$ cat src/rtl/asrm_irq_ctrl.sv
// External interrupt request controller: synchronises, glitch-filters and latches
// four request pins, and presents masked pending requests to the CPU core.
module asrm_irq_ctrl #(
  parameter int                  wordsize    = 16,
  parameter logic [wordsize-1:0] BASE_ADDR   = 16'hFF00,
  parameter int                  SYNC_STAGES = 2,
  parameter int                  FILTER_LEN  = 3
) (
  input  logic                clk,
  input  logic                reset,
  input  logic [3:0]          irq_in,
  input  logic [wordsize-1:0] addr,
  input  logic [wordsize-1:0] bus_wdata,
  input  logic                write_en,
  output logic [wordsize-1:0] bus_rdata,
  output logic                bus_sel,
  output logic [3:0]          ext_int
);

  logic [SYNC_STAGES-1:0] sync_q [4];
  logic [3:0] synced;
  logic [3:0] filtered;
  logic [3:0] active;
  logic [3:0] active_prev;
  logic [3:0] pending;
  logic [3:0] enable;
  logic [3:0] mode;
  logic [3:0] polarity;
  logic [3:0] rd_val;
  logic [3:0] w1c;
  logic [wordsize-1:0] off;
  logic [2:0] reg_idx;
  logic wr;
  logic unused_wdata;

  assign unused_wdata = ^bus_wdata[wordsize-1:4];

  always_ff @(posedge clk or negedge reset) begin
    if (!reset) begin
      for (int i = 0; i < 4; i++) sync_q[i] <= '0;
    end else begin
      for (int i = 0; i < 4; i++) sync_q[i] <= {sync_q[i][SYNC_STAGES-2:0], irq_in[i]};
    end
  end

  always_comb begin
    synced = '0;
    for (int i = 0; i < 4; i++) synced[i] = sync_q[i][SYNC_STAGES-1];
  end

  // The filtered level only follows synced after FILTER_LEN consecutive disagreeing cycles
  if (FILTER_LEN > 0) begin : g_filter
    localparam int CW = $clog2(FILTER_LEN + 1);
    localparam logic [CW-1:0] CNT_LAST = CW'(FILTER_LEN - 1);
    logic [CW-1:0] cnt [4];
    logic [3:0] filt_q;

    always_ff @(posedge clk or negedge reset) begin
      if (!reset) begin
        filt_q <= '0;
        for (int i = 0; i < 4; i++) cnt[i] <= '0;
      end else begin
        for (int i = 0; i < 4; i++) begin
          if (synced[i] == filt_q[i]) begin
            cnt[i] <= '0;
          end else if (cnt[i] == CNT_LAST) begin
            filt_q[i] <= synced[i];
            cnt[i]    <= '0;
          end else begin
            cnt[i] <= cnt[i] + CW'(1);
          end
        end
      end
    end

    assign filtered = filt_q;
  end else begin : g_bypass
    assign filtered = synced;
  end

  assign active = filtered ^ polarity;

  assign off     = addr - BASE_ADDR;
  assign reg_idx = off[2:0];
  assign bus_sel = (addr >= BASE_ADDR) && (off <= wordsize'(4));
  assign wr      = write_en && bus_sel;
  assign w1c     = (wr && reg_idx == 3'd0) ? bus_wdata[3:0] : 4'h0;

  always_comb begin
    rd_val = 4'h0;
    if (bus_sel) begin
      case (reg_idx)
        3'd0:    rd_val = pending;
        3'd1:    rd_val = enable;
        3'd2:    rd_val = mode;
        3'd3:    rd_val = polarity;
        3'd4:    rd_val = active;
        default: rd_val = 4'h0;
      endcase
    end
    bus_rdata = {{(wordsize-4){1'b0}}, rd_val};
  end

  always_ff @(posedge clk or negedge reset) begin
    if (!reset) begin
      enable   <= 4'h0;
      mode     <= 4'hF;
      polarity <= 4'h0;
    end else if (wr) begin
      case (reg_idx)
        3'd1:    enable   <= bus_wdata[3:0];
        3'd2:    mode     <= bus_wdata[3:0];
        3'd3:    polarity <= bus_wdata[3:0];
        default: ;
      endcase
    end
  end

  // In edge mode a new edge beats a simultaneous clear; level mode simply tracks the line
  always_ff @(posedge clk or negedge reset) begin
    if (!reset) begin
      active_prev <= 4'h0;
      pending     <= 4'h0;
      ext_int     <= 4'h0;
    end else begin
      active_prev <= active;
      for (int i = 0; i < 4; i++) begin
        if (mode[i]) pending[i] <= (active[i] & ~active_prev[i]) | (pending[i] & ~w1c[i]);
        else         pending[i] <= active[i];
      end
      ext_int <= pending & enable;
    end
  end

endmodule

$ cat config.mk
export PLATFORM = sky130hd
export DESIGN_NAME = asrm_irq_ctrl
export DESIGN_NICKNAME = d
export VERILOG_FILES = /design/src/rtl/asrm_irq_ctrl.sv
export SDC_FILE = /design/constraint.sdc
export NUM_CORES = 1
export LEC_CHECK = 0
export BUFFER_PORTS_ARGS = -buffer_cell sky130_fd_sc_hd__buf_2
export CORE_UTILIZATION = 45
export DETAILED_ROUTE_END_ITERATION = 10
export PLACE_DENSITY = 0.76
export SLEW_MARGIN = 20
export SYNTH_ARGS = -nofsm -noshare
export SYNTH_HDL_FRONTEND = slang
export SYNTH_SLANG_ARGS = --single-unit
$ cat constraint.sdc
create_clock -name clk -period 1.3 [get_ports clk]
set_clock_uncertainty 0.05 [all_clocks]
set_input_delay 0.13 -clock clk [delete_from_list [all_inputs] [get_ports clk]]
set_output_delay 0.13 -clock clk [all_outputs]
set_load 0.005 [all_outputs]
======== After elaboration in Yosys (flattened, before gate mapping) ========
Cells that the tools add are included.
operators by class
  equality and inequality tests ........... 12
  reduce and logical (&&, ||, !) cells .... 11
  mux-type cells .......................... 15
  add/subtract/negate cells ............... 5
  bitwise gates (word level) .............. 26
  magnitude comparators ................... 2
operators by type and width
  cell                      number
  $pmux W4 S5               1
  $ge A16 B16 Y1 const B    1
  $le A16 B3 Y1 const B     1
  $mux W2                   8
  $sub A16 B16 Y16 const B  1
  $reduce_and A2 Y1         7
  $not A1 Y1                12
  $add A2 B1 Y2 const B     4
  $and A1 B1 Y1             8
  $eq A2 B2 Y1 const B      4
  $mux W4                   2
  $eq A3 B2 Y1 const B      2
  $and A4 B4 Y4             1
  $eq A1 B1 Y1              4
  $mux W1                   4
  $or A1 B1 Y1              4
  $xor A4 B4 Y4             1
  $eq A3 B1 Y1 const B      1
  $eq A3 B3 Y1 const B      1
  $logic_and A1 B1 Y1       3
  $logic_not A3 Y1          1
storage, ports and cells
  word-level logic and storage cells ...... 89
  output and inout port bits .............. 21
  register bits ........................... 44

======== Logic depth before layout (Yosys ltp) ========
Gate-level depths: netlist (run 1).
  word-level depth ........................ 10
  gate-level depth with buffers ........... 5
  mapped depth without buffers ............ 4

======== Worst setup path after synthesis (run 1) ========
Ideal clock, no wire load.
  path kind ............................... input to register
  from .................................... in addr[3]
  to ...................................... reg polarity[0]
  arrival time ............................ 1.686 ns
  cell stages on the path ................. 5
  setup time .............................. 0.125 ns
  slack ................................... -0.560 ns
  path through ............................ or4b_1 nor4_4 and3_1 buf_2 mux2_2
between the ends
  cells in the longest elaborated chain, start to end .. 5
ends and longest elaborated chain
  element                          line  RTL
  start: declaration               12    input logic [wordsize-1:0] addr,
  $sub A16 B16 Y16                 83    assign off = addr - BASE_ADDR;
  $le A16 B3 Y1                    85    assign bus_sel = (addr >= BASE_ADDR) && (off <= wordsize'(4));
  $logic_and A1 B1 Y1 (*)          85
  $logic_and A1 B1 Y1 (*)          86    assign wr = write_en && bus_sel;
  $reduce_and A2 Y1 (no line) (*)  -
  end signal: assignment           113   3'd3: polarity <= bus_wdata[3:0];
  end: declaration                 28    logic [3:0] polarity;
Every way passes the cells marked *; elsewhere a longest branch is shown, timed or not.
A chain may end at the register's enable or synchronous reset.

======== Worst setup path after layout (run 1) ========
  from .................................... in addr[5]
  to ...................................... reg enable[2]
between the ends
  cells in the longest elaborated chain, start to end .. 5
ends and longest elaborated chain
  element                          line  RTL
  $sub A16 B16 Y16                 83
  $le A16 B3 Y1                    85
  $logic_and A1 B1 Y1 (*)          85
  $logic_and A1 B1 Y1 (*)          86
  $reduce_and A2 Y1 (no line) (*)  -
  end signal: assignment           111   3'd1: enable <= bus_wdata[3:0];
  end: declaration                 26    logic [3:0] enable;
Marks and branches as above.

==> out/metrics.csv, run 1 <==
metric;value;unit
max-slew violation count;0;
total core area;0.00403;mm^2
most frequent cells in the layout;dfrtp_1, buf_2, buf_4;
post-synthesis instance area;0.00190;mm^2
remaining global-route overflow;0;
starting DRC count in detailed routing;36;
Post-layout nets;254;
min cycle time layout;1.88;ns
worst-case vdd ir drop;739;uV
total track usage;0.197;
max cap viols;0;
routed len/inst;15.1;um
largest net degree at the start of global routing;45;
Core Util, Final;0.629;
Tcrit/Tclk final;1.44;
Clk Latency, worst-skew pair;0.29;ns
Peak Freq;533;MHz
hold depth;2;
crit path kind;input port to register;
clk slew on worst S/H paths;0.07;ns
FF-to-FF End;pending[2]$_DFF_PN0_;
first-pass GRT wire length;6160;um
P_leak;1.24;nW
Final Hold Vio Count;0;
Setup violations, final;21;
outcome;complete, but fails checks;
die extent in y;67.0;um
Critical Path Fanout Max;4;
diode count;0;
Worst Setup Start Kind;input port;
Setup crit end kind;register;
initial antenna violation count;0;
critical path data arrival time;2.00;ns
Finished Cell Area;0.00253;mm^2
Storage cell area;0.00111;mm^2
Worst path max stage delay;0.54;ns
Cells after Synth;142;
Min-Delay Endpoint;polarity[0]$_DFFE_PN0P_;
Final HPWL DP;2900;um
Initial Util;0.472;
CTS sink count;44;
worst setup margin;-0.577;ns
vias per inst;5.07;
Root Buffer;clkbuf_8;
top-area cell type share of the netlist area;0.527;
Placer Congestion;0.849;
worst path cell trace;buf_6 > or4b_4 > buf_4 > buf_6 > buf_6 > nor4_4 > nand3b_1 > buf_6 > mux2_2;
Ports;60;
failing checks;setup timing;
Port Buffers;35;
H-tree Lvls;2;
Min-Delay Path Class;input port to register;
die area;0.00449;mm^2
synth top area cells;dfrtp_1, mux2_2, dfstp_2;
Routed WL;3990;um
Seq cells post-synth;44;
RSZ-0062 raised after global routing;yes;
Worst path slowest cell;or4b_4;
vias in the first global route;1337;
clock buffer count from CTS;5;
vias;1343;
Syn. warnings;0;
area of the multi-input gates;792;um^2
Critical Path Most Common Cell;buf_6;
commonest non-fill, non-tap cell in the layout;dfrtp_1;
worst-case reg-to-reg path depth;4;
# rows;23;
Avg Cell Area, Syn;13.4;um^2
DRT Pass-1 Iters;4;
Yosys top cell by area;dfrtp_1;
Crit Reg-Reg Startpoint;polarity[2]$_DFFE_PN0P_;
PnR Total Power;3.46;mW
Final ANT Viol Nets;0;
post-synthesis cell type count;29;
CTS tree;done;
Longest Clk Path Bufs;2;
fill count;289;
DRC errors left;0;
Area after DPL;0.00229;mm^2
Die W;67.0;um
min-delay src;bus_wdata[0];
power per cell area;1360;mW/mm^2
P&R area growth vs syn;33.3;%
worst path required time;1.42;ns
FF-to-FF setup slack;0.06;ns
layout cell share with drive strength beyond 1;0.479;
register area share after synthesis;0.582;
==> report_power, final <==
group	internal [mW]	leakage, nW	total, mW	switching [mW]
clock network	0.365	0.0410	0.786	0.421
registers	1.68	0.549	1.89	0.210
logic	0.477	0.646	0.784	0.307
==> timing repair <==
item                       CTS  global route
hold endpoints to repair    44             0
pin swaps                    9             6
hold buffers                 5             0
setup endpoints to repair   21            21
resized for setup           11             4
setup buffers                6             1
==> layout make-up <==
class | count | share of cell area
clock inverter | 1 | 0.00198
clock buffer | 6 | 0.0286
tap | 50 | 0.0247
sequential | 44 | 0.437
multi-input combinational | 93 | 0.313
inverter | 1 | 0.00148
timing repair buffer | 70 | 0.194
==> synth_stat cells <==
library cell and n:
nor2b_1 6, conb_1 1, mux4_2 4, a32o_1 4, xnor2_1 4, nor3b_1 4, nor4_4 1, and2_1 5
xor2_1 4, nand3b_1 4, clkbuf_1 2, dfstp_2 4, nand2_1 4, nand4_1 1, and3_1 1, a21oi_1 4
nor3_1 4, nor4b_1 1, buf_4 12, or4b_1 1, nor2_1 5, dfrtp_1 40, or4bb_1 1, o21ai_0 1
nand2b_1 2, inv_1 1, nand3_1 4, mux2_2 16, buf_2 1
==> metal layers <==
layer | vias to the layer above | wire length (um) | part of all wire | GRT usage
met5 | - | 0 | 0 | 0
met4 | 0 | 62 | 0.016 | 0.0638
met3 | 10 | 269 | 0.067 | 0.0616
met2 | 60 | 2060 | 0.51 | 0.351
met1 | 656 | 1600 | 0.40 | 0.222
li1 | 617 | - | - | -
==> logic make-up after synthesis <==
kind of cell | count (synthesis) | share of synthesized area
AOI/OAI and AO/OA | 9 | 0.0342
xor gates and xnor gates | 8 | 0.0369
buffers and inverters | 16 | 0.0560
DFF | 44 | 0.582
muxes | 20 | 0.142
other | 1 | 0.00197
and+or+nand+nor | 44 | 0.147
==> critical path: cells and delay by family <==
family	cells	cell delay (ns)
buffers and inverters	5	0.61
and+or+nand+nor	3	0.98
muxes	1	0.26
==> sequential cells by signal (all words and copies together) (netlist names) <==
signal and flops:
sync_q 8, pending 4, mode 4, polarity 4
ext_int 4, g_filter.cnt 8, filtered 4, enable 4
active_prev 4
==> how the worst max path moves through the flow <==
| stage | from | to | slack [ns] | cells past startpoint |
|---|---|---|---|---|
| after global placement | addr[6] | polarity[1]$_DFFE_PN0P_ | -0.62 | 5 |
| after detailed placement | addr[6] | polarity[1]$_DFFE_PN0P_ | -0.72 | 5 |
| after global routing | addr[5] | enable[2]$_DFFE_PN0P_ | -0.66 | 9 |
| after CTS | addr[5] | bus_rdata[2] | -0.58 | 7 |
| after floorplan | addr[6] | polarity[0]$_DFFE_PN0P_ | -0.49 | 5 |
| final | addr[5] | enable[2]$_DFFE_PN0P_ | -0.58 | 9 |
==> stage by stage <==
step	TNS, ns	hold WS (ns)	std cells	setup WS, ns
2_1_floorplan	-5.84	-0.216	153	-0.492
3_3_place_gp	-10.85	0.0645	247	-0.625
3_5_place_dp	-12.54	0.0769	247	-0.718
4_1_cts	-10.23	0.0605	264	-0.578
5_1_grt	-11.96	0.0718	265	-0.661
6_report	-10.70	0.0746	265	-0.577
Note: power is estimated with default switching activity, not from simulation.
==> run 2: changes to the inputs <==
Settings changed: PLACE_DENSITY 0.76 to 0.75.
==> out/metrics.csv, run 2 (synthesis results as in run 1) <==
metric;value;unit
outcome;complete, but fails checks;
failing checks;setup timing;
Critical Path Fanout Max;2;
Area after DPL;0.00229;mm^2
Longest Clk Path Bufs;2;
layout cell share with drive strength beyond 1;0.479;
RSZ-0062 raised after global routing;yes;
most frequent cells in the layout;dfrtp_1, buf_2, buf_4;
DRC errors left;0;
Placer Congestion;0.863;
CTS sink count;44;
die area;0.00449;mm^2
vias per inst;5.13;
initial antenna violation count;0;
routed len/inst;15.0;um
Final Hold Vio Count;0;
CTS tree;done;
commonest non-fill, non-tap cell in the layout;dfrtp_1;
H-tree Lvls;2;
P&R area growth vs syn;33.0;%
# rows;23;
critical path data arrival time;1.63;ns
biggest regs;g_filter.cnt (8), sync_q (8);
total track usage;0.201;
Finished Cell Area;0.00253;mm^2
diode count;0;
Ports;60;
Peak Freq;552;MHz
worst path cell trace;mux4_2 > nor2b_4 > a21oi_2 > nor2_1 > buf_2;
P_leak;1.23;nW
Routed WL;3950;um
Post-layout nets;251;
vias in the first global route;1343;
clk slew on worst S/H paths;0.08;ns
min cycle time layout;1.81;ns
Min-Delay Path Class;input port to register;
Final HPWL DP;2820;um
Tcrit/Tclk final;1.39;
PnR Total Power;3.64;mW
clock buffer count from CTS;5;
Final ANT Viol Nets;0;
Setup violations, final;21;
Worst path slowest cell;mux4_2;
worst path required time;1.12;ns
worst setup margin;-0.511;ns
max cap viols;0;
Port Buffers;35;
vias;1349;
first-pass GRT wire length;6290;um
largest net degree at the start of global routing;45;
crit path kind;register to primary output;
Initial Util;0.472;
Worst Setup Start Kind;register;
DRT Pass-1 Iters;4;
die extent in y;67.0;um
starting DRC count in detailed routing;58;
critical path's top delay family;multiplexers;
worst-case vdd ir drop;949;uV
crit path buf inv count;1;
Clk Latency, worst-skew pair;0.30;ns
total core area;0.00403;mm^2
Worst path max stage delay;0.47;ns
Die W;67.0;um
max-slew violation count;0;
Setup crit end kind;primary output;
setup total negative slack;-7.15;ns
remaining global-route overflow;0;
Root Buffer;clkbuf_8;
power per cell area;1440;mW/mm^2
==> run 2: final cells by class <==
class	count	area, um^2
multi-input cells	93	795
clock buffers	6	72.6
fillers	289	1500
inverters	1	3.75
clock inverters	2	35.0
well taps	50	62.6
flip-flops and latches	44	1110
repair buffers	67	454
==> run 2: report_power, final <==
group          switching [mW]  total, mW  internal, mW
logic                   0.297      0.743         0.445
clock network           0.444       1.01         0.570
registers               0.204       1.88          1.68
total                   0.946       3.64          2.69
==> run 2: per-layer routing <==
layer | share of wire | track usage
met4 | 0.024 | 0.106
met1 | 0.42 | 0.239
met2 | 0.49 | 0.327
met3 | 0.066 | 0.0582
met5 | 0 | 0
==> run 2: final timing paths <==
path / end / startpoint / depth (start not counted) / slack, ns
min in group asynchronous: active_prev[1]$_DFF_PN0_ / reset / 3 / 0.28
max reg2reg: pending[2]$_DFF_PN0_ / polarity[2]$_DFFE_PN0P_ / 3 / 0.16
max in group asynchronous: mode[2]$_DFFE_PN1P_ / reset / 3 / 0.64
max: bus_rdata[2] / polarity[2]$_DFFE_PN0P_ / 5 / -0.51
min reg2reg: sync_q[5]$_DFF_PN0_ / sync_q[4]$_DFF_PN0_ / 0 / 0.31
min: enable[3]$_DFFE_PN0P_ / bus_wdata[3] / 2 / 0.07
==> run 2: what timing repair did <==
action | CTS | global route
setup buffers | 3 | 0
resized for setup | 4 | 7
endpoints found under the setup margin | 21 | 21
hold buffers | 5 | 0
gates cloned | 0 | 0
pin swaps | 5 | 5
hold endpoints to repair | 48 | 0
==> run 2: stage by stage <==
| stage | util | hold slack [ns] | cells | worst slack [ns] |
|---|---|---|---|---|
| after floorplan | - | -0.216 | 153 | -0.492 |
| final | 0.628 | 0.0692 | 263 | -0.511 |
| after global routing | 0.628 | 0.0723 | 263 | -0.560 |
| after CTS | 0.618 | 0.0532 | 263 | -0.512 |
| after detailed placement | 0.570 | 0.0714 | 247 | -0.722 |
| after global placement | 0.570 | 0.0633 | 247 | -0.594 |
==> run 3: changes to the inputs <==
Settings changed: ABC_AREA from default to 1, CORE_UTILIZATION 45 to 46, PLACE_DENSITY 0.75 to 0.76.
==> out/metrics.csv, run 3 <==
metric;value;unit
vias in the first global route;1388;
Tcrit/Tclk final;1.17;
Crit Reg-Reg Startpoint;polarity[1]$_DFFE_PN0P_;
die extent in y;67.5;um
biggest regs;g_filter.cnt (8), sync_q (8);
RSZ-0062 raised after global routing;yes;
power per cell area;1520;mW/mm^2
worst-case vdd ir drop;901;uV
initial antenna violation count;0;
# rows;23;
Longest Clk Path Bufs;2;
critical path data arrival time;1.34;ns
commonest non-fill, non-tap cell in the layout;nand2_1;
starting DRC count in detailed routing;89;
Root Buffer;clkbuf_8;
switching pwr;1.10;mW
area of the multi-input gates;729;um^2
Clk pwr share;0.274;
Post-layout nets;317;
failing checks;setup timing;
Port Buffers;35;
max-slew violation count;0;
Syn. warnings;0;
fin cells;329;
DRC errors left;0;
vias;1530;
CTS sink count;44;
count leader, synth;nand2_1;
register area share after synthesis;0.560;
Clk Latency, worst-skew pair;0.30;ns
vias per inst;4.65;
most frequent cells in the layout;nand2_1, dfrtp_1, buf_2;
FF-to-FF End;pending[1]$_DFF_PN0_;
Peak Freq;656;MHz
gr busiest metal;met2;
worst setup margin;-0.224;ns
top-area cell type share of the netlist area;0.507;
routed len/inst;11.4;um
first-pass GRT wire length;6130;um
Sw Share;0.285;
Worst Setup Start Kind;register;
Cells after Synth;209;
crit path kind;register to primary output;
Avg Cell Area, Syn;9.45;um^2
diode count;0;
internal power;2.76;mW
post-synthesis instance area;0.00197;mm^2
Seq cells post-synth;44;
combinational power share;0.240;
largest net degree at the start of global routing;45;
FF-to-FF setup slack;0.07;ns
met2 global-route usage;0.304;
Post-synth EDFFs;0;
die area;0.00456;mm^2
synth top area cells;dfrtp_1, nand2_1, dfstp_2;
Critical Path Fanout Max;2;
Routed WL;3740;um
setup total negative slack;-0.725;ns
worst-case reg-to-reg path depth;7;
P_leak;1.35;nW
total core area;0.00406;mm^2
H-tree Lvls;2;
worst slack, placed;0.00123;ns
min cycle time layout;1.52;ns
Flop pwr share;0.486;
Inst Count DP;302;
Worst Setup SP;filtered[3]$_DFFE_PN0P_;
Setup violations, final;4;
clock buffer count from CTS;5;
remaining global-route overflow;0;
global-route met3 utilization;0.0473;
fill count;323;
Final Hold Vio Count;0;
clk slew on worst S/H paths;0.09;ns
Final ANT Viol Nets;0;
Final HPWL DP;2540;um
Ports;60;
Min-Delay Path Class;input port to register;
Synth async-reset ratio;1.00;
Initial Util;0.487;
Setup crit end kind;primary output;
layout cell share with drive strength beyond 1;0.305;
top cells by count, synth;nand2_1, dfrtp_1, inv_1;
Synth Flop Type;dfrtp_1;
Storage cell area;0.00111;mm^2
DRT Pass-1 Iters;4;
global-route met1 utilization;0.236;
Die W;67.5;um
CTS tree;done;
outcome;complete, but fails checks;
Critical Path Sink;bus_rdata[3];
max cap viols;0;
worst path required time;1.12;ns
P&R area growth vs syn;28.9;%
Yosys top cell by area;dfrtp_1;
Placer Congestion;0.816;
post-synthesis cell type count;24;
total track usage;0.187;
==> run 3: area by class of cell <==
| class | count | share of cell area |
|---|---|---|
| sequential | 44 | 0.435 |
| multi-input combinational | 136 | 0.287 |
| timing repair buffer | 64 | 0.169 |
| inverter | 27 | 0.0398 |
| clock buffer | 5 | 0.0270 |
| tap | 50 | 0.0246 |
| clock inverter | 3 | 0.0182 |
==> run 3: cell families (layout without fill, tap and decap cells) <==
family / count (synthesis) / in the layout / synth area share
muxes: 4 / 4 / 0.0203
xor gates and xnor gates: 8 / 8 / 0.0355
and+or+nand+nor: 92 / 92 / 0.222
AOI/OAI and AO/OA: 20 / 20 / 0.0577
other: 1 / 12 / 0.00190
DFF: 44 / 44 / 0.560
buffers and inverters: 40 / 99 / 0.103
==> run 3: stage by stage <==
stage          hold slack [ns]  cell area (um^2)  total power, mW   util
3_5_place_dp            0.0727              2250             2.55  0.555
2_1_floorplan           -0.216              2020             2.32      -
6_report                0.0613              2540             3.87  0.627
4_1_cts                 0.0499              2520             3.84  0.622
3_3_place_gp            0.0730              2250             2.51  0.555
5_1_grt                 0.0669              2540             4.12  0.627
==> run 3: critical path, stage by stage (launching register included) <==
cell and delay, ns:
dfrtp_1 0.42, xor2_2 0.20, nand4_1 0.07, nand2_1 0.05, o21a_1 0.17, buf_2 0.13
==> run 3: worst min-delay path by stage <==
stage                                end  depth (start not counted)  slack, ns         start
2_1_floorplan   active_prev[0]$_DFF_PN0_                          0      -0.22         reset
3_3_place_gp   g_filter.cnt[0]$_DFF_PN0_                          2       0.07         reset
3_5_place_dp         sync_q[3]$_DFF_PN0_                          2       0.07         reset
4_1_cts              mode[2]$_DFFE_PN1P_                          3       0.05  bus_wdata[2]
5_1_grt              mode[3]$_DFFE_PN1P_                          3       0.07  bus_wdata[3]
6_report             mode[2]$_DFFE_PN1P_                          3       0.06  bus_wdata[2]
==> run 3: routing by layer <==
metal,up-vias,part of all wire
met2,32,0.49
met5,-,0
met3,6,0.045
li1,776,-
met1,716,0.45
met4,0,0.013
==> run 3: power by group through the flow <==
stage / clock [mW] / sequential (mW) / combinational, mW
global placement: 0 / 1.90 / 0.609
CTS: 1.09 / 1.88 / 0.878
detailed placement: 0 / 1.91 / 0.637
floorplan: 0 / 1.86 / 0.462
global route: 1.14 / 1.92 / 1.05
finish: 1.06 / 1.88 / 0.930
==> run 3: what timing repair did <==
action / 4_1_cts / 5_1_grt
pin swaps: 6 / 5
endpoints found under the hold margin: 48 / 0
setup endpoints to repair: 4 / 5
hold buffers: 5 / 0
buffers inserted: 11 / 3
gates resized for setup: 6 / 0
